## config.mk

```make
export PLATFORM = sky130hd
export DESIGN_NAME = onehot_req_gen
export DESIGN_NICKNAME = d
export VERILOG_FILES = /design/src/rtl/onehot_req_gen.sv
export SDC_FILE = /design/constraint.sdc
export NUM_CORES = 1
export LEC_CHECK = 0
export CAP_MARGIN = 20
export CORE_MARGIN = 5
export CORE_UTILIZATION = 45
export DETAILED_ROUTE_END_ITERATION = 16
export PLACE_DENSITY = 0.73
export SKIP_LAST_GASP = 1
export SYNTH_ARGS = -nofsm -noshare
export SYNTH_HDL_FRONTEND = slang
export SYNTH_SLANG_ARGS = --single-unit
```

## constraint.sdc

```tcl
create_clock -name clk -period 3.4 [get_ports clk]
set_input_delay 0.51 -clock clk [delete_from_list [all_inputs] [get_ports clk]]
set_output_delay 0.51 -clock clk [all_outputs]
set_load 0.005 [all_outputs]
```

## src/rtl/onehot_req_gen.sv

```systemverilog
// Debounced 8-line request collector. Presents one pending request at a time as a
// one-hot code with valid/ack handshake, highest index first.
//
// state     | meaning
// ----------+--------------------------------------------------------------
// S_IDLE    | nothing presented; i=0, valid=0; picks the top pending bit
// S_PRESENT | i holds a one-hot code, valid=1; waits for ack
module onehot_req_gen #(
  parameter int DEB_CYCLES = 4
) (
  input  logic       clk,
  input  logic       rst,
  input  logic [7:0] raw,
  input  logic       ack,
  output logic [7:0] i,
  output logic       valid,
  output logic       overflow
);

  localparam logic [7:0] DEB_TC = 8'(DEB_CYCLES);

  typedef enum logic {
    S_IDLE    = 1'b0,
    S_PRESENT = 1'b1
  } state_t;

  logic [7:0] r_sync1;
  logic [7:0] r_sync2;
  logic [7:0] r_stable;
  logic [7:0] r_cnt [8];
  logic [7:0] r_pending;
  logic [7:0] r_i;
  logic       r_valid;
  logic       r_overflow;
  state_t     r_state;

  state_t     w_state_next;
  logic [7:0] w_toggle;
  logic [7:0] w_rise;
  logic [7:0] w_sel;
  logic [7:0] w_clr;
  logic [7:0] w_i_next;
  logic       w_valid_next;
  logic [7:0] w_pending_next;
  logic       w_lost;

  always_ff @(posedge clk) begin
    if (rst) begin
      r_sync1 <= '0;
      r_sync2 <= '0;
    end else begin
      r_sync1 <= raw;
      r_sync2 <= r_sync1;
    end
  end

  // A line flips on the edge where its mismatch count would reach the terminal value.
  always_comb begin
    w_toggle = '0;
    for (int n = 0; n < 8; n++) begin
      w_toggle[n] = (r_sync2[n] != r_stable[n]) && ((r_cnt[n] + 8'd1) == DEB_TC);
    end
  end

  assign w_rise = w_toggle & ~r_stable;

  always_ff @(posedge clk) begin
    if (rst) begin
      r_stable <= '0;
      for (int n = 0; n < 8; n++) begin
        r_cnt[n] <= '0;
      end
    end else begin
      for (int n = 0; n < 8; n++) begin
        if (r_sync2[n] == r_stable[n]) begin
          r_cnt[n] <= '0;
        end else if (w_toggle[n]) begin
          r_stable[n] <= ~r_stable[n];
          r_cnt[n]    <= '0;
        end else begin
          r_cnt[n] <= r_cnt[n] + 8'd1;
        end
      end
    end
  end

  always_comb begin
    w_sel = '0;
    for (int n = 0; n < 8; n++) begin
      if (r_pending[n]) begin
        w_sel    = '0;
        w_sel[n] = 1'b1;
      end
    end
  end

  always_comb begin
    w_state_next = r_state;
    w_i_next     = r_i;
    w_valid_next = r_valid;
    w_clr        = '0;
    case (r_state)
      S_IDLE: begin
        if (|r_pending) begin
          w_i_next     = w_sel;
          w_valid_next = 1'b1;
          w_clr        = w_sel;
          w_state_next = S_PRESENT;
        end else begin
          w_i_next     = '0;
          w_valid_next = 1'b0;
        end
      end
      S_PRESENT: begin
        if (ack) begin
          w_i_next     = '0;
          w_valid_next = 1'b0;
          w_state_next = S_IDLE;
        end
      end
      default: begin
        w_i_next     = '0;
        w_valid_next = 1'b0;
        w_state_next = S_IDLE;
      end
    endcase
  end

  always_ff @(posedge clk) begin
    if (rst) begin
      r_state <= S_IDLE;
      r_i     <= '0;
      r_valid <= 1'b0;
    end else begin
      r_state <= w_state_next;
      r_i     <= w_i_next;
      r_valid <= w_valid_next;
    end
  end

  // A rise landing on the same edge its bit is taken for presentation re-arms it, not lost.
  assign w_pending_next = (r_pending & ~w_clr) | w_rise;
  assign w_lost         = |(w_rise & r_pending & ~w_clr);

  always_ff @(posedge clk) begin
    if (rst) begin
      r_pending  <= '0;
      r_overflow <= 1'b0;
    end else begin
      r_pending <= w_pending_next;
      if (w_lost) begin
        r_overflow <= 1'b1;
      end
    end
  end

  assign i        = r_i;
  assign valid    = r_valid;
  assign overflow = r_overflow;

endmodule

```

==> results.cfg, run 1 <==
[drt]
wire_per_inst_um = 12.4
wl_um = 9050
drc_errors = 0
first_iter_violations = 291
avgViaCountPerCell = 5.04
postRouteAntennaNets = 0
num_vias = 3692
drt_pass1_iterations = 5

[layout]
fin_nets = 608
multi_input_area_sq_mm = 0.00258
fillers = 997
layout.cells.non_filler = 732
diodes = 0
area_growth_pct = 16.7
regArea_sq_mm = 0.00278
final_util = 0.536
drive_above_1_share = 0.0509
final_area_sq_mm = 0.00609

[clock_tree]
post-cts-setup-buffers = 0
clk_pin_slew_worst_paths_ns = 0.07
cts.sinks = 107
ctsHoldBuffers = 0
root_buffer = clkbuf_16
tritoncts = built
htree_levels = 3
cts.path.max_buffers = 2
clkLatencyLatePin_ns = 0.34
cts_resized = 0
cts_buffers = 9

[timing]
hold_viol = 0
setup_tns_ns = 0
setup_violations = 0
hold_ws_ns = 0.437
maxSlewViolCount = 0
fmax_mhz = 419
rsz0062_at_grt = false
finClkSkew_ns = 0.00731
min_period_ns = 2.39
slew_headroom = 0.419
tightest_slew_ns = 0.860
period_share = 0.702

[setup_path]
r2r_start = r_cnt[0][24]$_SDFFCE_PN0P_
cp-endpoint = r_cnt[0][30]$_SDFFCE_PN0P_
max_stage_delay_ns = 0.48
crit_chain = ha_1 > xnor2_1 > or3b_2 > a2111oi_4 > a211o_2 > o21ba_2
worst_ep_required_time_ns = 3.50
cp-start-kind = flop
critPathKind = flop to flop
reg2reg_to = r_cnt[0][30]$_SDFFCE_PN0P_
path_delay_family = compound AO/OA/AOI/OAI gates
cp.depth = 6
setup.worst_path.end_class = flop
cp_max_fo = 7
cp_num_buf_inv = 0
arrival_ns = 2.49
cp_slowest_cell = or3b_2
crit_start = r_cnt[0][24]$_SDFFCE_PN0P_
ff2ff_setup_slack_ns = 1.01
reg2reg_depth = 6

[place]
detailed_place_hpwl_um = 6650
gp_congestion = 0.861
dp.cells = 716
place_area_sq_mm = 0.00579
io_buffers = 20

[die]
coreArea_sq_mm = 0.0114
initial_utilization = 0.459
die_h_um = 118
die_w_um = 118
rows = 39
pin_count = 21
die_area_sq_mm = 0.0139

[pwr]
p_leak_nw = 2.23
ir_worst_vdd_v = 0.000284
power_density_mw_per_mm2 = 430

[yosys]
async_flop_share = 0
synth-seq-area-share = 0.533
netlist.area_leader.share = 0.368
ys_types = 60
synth_area_leaders = edfxtp_1 37%, dfxtp_1 16%, nor2_1 5.8%, xor2_1 4.9%, nand3_1 3.9%
synth_largest_area_cell = edfxtp_1
synthFlopType = edfxtp_1
synth_enable_flop_cells = 64
syn_inst = 499
syn_area_per_cell_sq_um = 10.5
ys_warn_count = 0
syn_area_sq_mm = 0.00522
ys_ff_latch = 107

[global_routing]
grt_remaining_overflow = 0
grt_pass1_vias = 3625
grt_start_max_net_pins = 29
antenna_found_initial = 0
grt_pass1_wl_um = 16000
gr-usage-all-layers = 0.137

[min_path]
hp-class = flop to flop

[outcome]
status = completed

[run]
cap_violations = 0
[worst min path at each step]
stage / cells after the start / start / to / slack [ns]
after floorplan: 1 / r_sync1[0]$_SDFF_PP0_ / r_sync2[0]$_SDFF_PP0_ / 0.41
after global placement: 1 / r_sync1[4]$_SDFF_PP0_ / r_sync2[4]$_SDFF_PP0_ / 0.42
after detailed placement: 1 / r_sync1[1]$_SDFF_PP0_ / r_sync2[1]$_SDFF_PP0_ / 0.42
after CTS: 1 / r_sync1[1]$_SDFF_PP0_ / r_sync2[1]$_SDFF_PP0_ / 0.44
after global routing: 1 / r_sync1[7]$_SDFF_PP0_ / r_sync2[7]$_SDFF_PP0_ / 0.45
final: 1 / r_sync1[1]$_SDFF_PP0_ / r_sync2[1]$_SDFF_PP0_ / 0.44
[registers in the layout (all words and copies together) (netlist names)]
register   count
overflow       1
r_sync2        8
r_stable       8
r_sync1        8
r_cnt         64
valid          1
r_state        1
i              8
r_pending      8
[synth_stat cells (3+ instances only)]
master,instances
nor4b_1,4
a21bo_2,3
nand3b_1,3
xnor2_1,23
and3_1,14
edfxtp_1,64
o21ai_0,8
nand3_1,41
nand2b_1,9
a21oi_1,20
nand4_1,6
a22oi_1,3
clkbuf_1,8
ha_1,13
nor3_1,11
a32oi_1,4
dfxtp_1,43
xor2_1,29
nand2_1,18
nor2b_1,25
nor2_1,81
inv_1,10
and3b_1,3
o21a_1,3
mux2i_1,3
or2_2,3
or3_1,6
[cells by family after synthesis]
kind of cell / after synthesis / synth area share
AOI/OAI and AO/OA: 65 / 0.0906
xor gates and xnor gates: 52 / 0.0873
adders and majority gates: 13 / 0.0312
buffers and inverters: 21 / 0.0180
DFF: 107 / 0.533
muxes: 3 / 0.00575
other: 1 / 0.000719
and+or+nand+nor: 237 / 0.233
[final cells by class]
| class | instances | area share |
|---|---|---|
| Clock inverter | 3 | 0.00308 |
| Multi-Input combinational cell | 434 | 0.423 |
| Tap cell | 143 | 0.0294 |
| Sequential cell | 107 | 0.457 |
| Clock buffer | 13 | 0.0464 |
| Inverter | 10 | 0.00616 |
| Timing Repair Buffer | 22 | 0.0345 |
[cell usage in the layout, fill, tap and decap left out, types with 6 or more instances in the layout]
cell and instances:
conb_1 64, nand2b_1 9, nand2_1 18, inv_1 10, and3_1 14, o21ai_0 8, nor2_1 81, nor2b_1 25
xor2_1 29, ha_1 13, edfxtp_1 64, nand3_1 41, or3_1 6, nand4_1 6, clkbuf_16 11, nor3_1 11
clkdlybuf4s50_1 19, xnor2_1 23, dfxtp_1 43, a21oi_1 20
[metrics by stage]
step | total power, mW | worst slack [ns]
2_1_floorplan | 1.57 | 1.18
3_3_place_gp | 1.60 | 1.07
3_5_place_dp | 1.61 | 1.02
4_1_cts | 2.65 | 1.01
5_1_grt | 2.72 | 0.873
6_report | 2.62 | 1.01
[power by group]
group          switching [mW]  leakage [nW]  internal, mW  total [mW]
clock                   0.450         0.150         0.586        1.04
combinational          0.0668          1.08        0.0552       0.122
sequential             0.0437          1.01          1.42        1.46
[per-layer routing]
layer  GRT usage  wire (um)
met5           0          0
met4      0.0674        174
met3      0.0240        231
met2       0.221       4200
met1       0.178       4440
Power figures use the tool's default switching activity.
==> inputs of run 2 (changes only) <==
- PLACE_DENSITY: 0.73 -> 0.75
- clock period: 3.4 -> 2.15 ns (I/O delays scaled with it)
==> results.cfg, run 2 (same netlist as run 1, synthesis figures left out) <==
[setup_path]
arrival_ns = 2.15
worst_ep_required_time_ns = 2.25
cp_max_fo = 3
setup.worst_path.end_class = flop
cp-start-kind = flop
critPathKind = flop to flop

[timing]
min_period_ns = 2.05
period_share = 0.952
hold_viol = 0
maxSlewViolCount = 0
setup_violations = 0
hold_ws_ns = 0.450
tightest_slew_ns = 0.603
finClkSkew_ns = 0.00670
slew_headroom = 0.598
fmax_mhz = 489

[drt]
drt_pass1_iterations = 4
postRouteAntennaNets = 0
wire_per_inst_um = 12.4
drc_errors = 0
wl_um = 9330
avgViaCountPerCell = 5.01
first_iter_violations = 173
num_vias = 3784

[global_routing]
grt_remaining_overflow = 0
antenna_found_initial = 0
gr-usage-all-layers = 0.142
grt_start_max_net_pins = 34
grt_pass1_wl_um = 16600
grt_pass1_vias = 3751

[layout]
diodes = 0
top_register = r_cnt
drive_above_1_share = 0.101
largest_register_ffs = 64
final_util = 0.554
fin_nets = 631
final_cell_mix = 81 x nor2_1, 64 x edfxtp_1, 64 x conb_1
area_growth_pct = 20.6
layout_commonest_cell = nor2_1

[clock_tree]
root_buffer = clkbuf_16
cts.path.max_buffers = 2
cts_buffers = 9
clk_pin_slew_worst_paths_ns = 0.07
clkLatencyLatePin_ns = 0.35
post-cts-setup-buffers = 0
cts.sinks = 107
htree_levels = 3
tritoncts = built

[pwr]
p_leak_nw = 2.35
power_mw = 4.13
ir_worst_vdd_v = 0.000307
power_density_mw_per_mm2 = 656

[die]
coreArea_sq_mm = 0.0114
initial_utilization = 0.459
die_w_um = 118
die_h_um = 118
die_area_sq_mm = 0.0139
pin_count = 21
rows = 39

[outcome]
status = completed

[min_path]
hp-class = flop to flop

[place]
io_buffers = 20
detailed_place_hpwl_um = 6840
gp_congestion = 0.826

[run]
cap_violations = 0
[run 2: changes by cell type in the layout (fill, tap and decap cells not counted), moves of 2 or more]
cell | before | now
buf_4 | 2 | 24
clkbuf_1 | 2 | 0
ha_1 | 13 | 11
ha_2 | 0 | 2
or3_1 | 6 | 4
or3_4 | 0 | 2
[run 2: layer usage]
metal | vias up | global-route usage | share of wire
met4 | 0 | 0.0645 | 0.020
met2 | 45 | 0.233 | 0.49
met1 | 1782 | 0.179 | 0.46
met5 | - | 0 | 0
met3 | 13 | 0.0288 | 0.023
li1 | 1944 | - | -
[run 2: worst max-delay path: stages (launching register included)]
cell and delay, ns:
edfxtp_1 0.43, ha_2 0.22, xnor2_1 0.15, or3b_4 0.39, a2111oi_4 0.23, a211o_2 0.22, buf_4 0.12, nor2_1 0.04
[run 2: final timing paths]
check	depth (start not counted)	slack [ns]	start	to
hold reg to reg	1	0.45	r_sync1[4]$_SDFF_PP0_	r_sync2[4]$_SDFF_PP0_
setup / recovery	7	0.10	r_cnt[0][24]$_SDFFCE_PN0P_	r_cnt[0][27]$_SDFFCE_PN0P_
hold / removal	1	0.45	r_sync1[4]$_SDFF_PP0_	r_sync2[4]$_SDFF_PP0_
setup reg to reg	7	0.10	r_cnt[0][24]$_SDFFCE_PN0P_	r_cnt[0][27]$_SDFFCE_PN0P_
[run 2: power breakdown]
part / internal, mW / switching [mW]
Sequential: 2.24 / 0.0650
Combinational: 0.102 / 0.115
Clock: 0.865 / 0.746
Total: 3.20 / 0.926
[run 2: area by class of cell]
| type | instances | area, sq um |
|---|---|---|
| Multi-Input combinational cell | 434 | 2610 |
| Sequential cell | 107 | 2780 |
| Inverter | 10 | 37.5 |
| Clock inverter | 6 | 45.0 |
| Clock buffer | 10 | 250 |
| Fill cell | 1008 | 5070 |
| Tap cell | 143 | 179 |
| Timing Repair Buffer | 45 | 387 |
[run 2: through the flow]
stage           TNS (ns)  std cells  cell area, sq um  worst slack, ns
4_1_cts                0        755              6270          0.00843
2_1_floorplan    -0.0607        562              5460          -0.0607
5_1_grt          -0.0210        755              6290          -0.0210
3_3_place_gp           0        739              5970           0.0826
3_5_place_dp   -0.000405        739              5970        -0.000405
6_report               0        755              6290            0.103
[run 2: what timing repair did]
item | CTS | global route
resized for setup | 1 | 7
endpoints found under the setup margin | 7 | 16
hold buffers | 0 | 0
pin swaps | 2 | 2
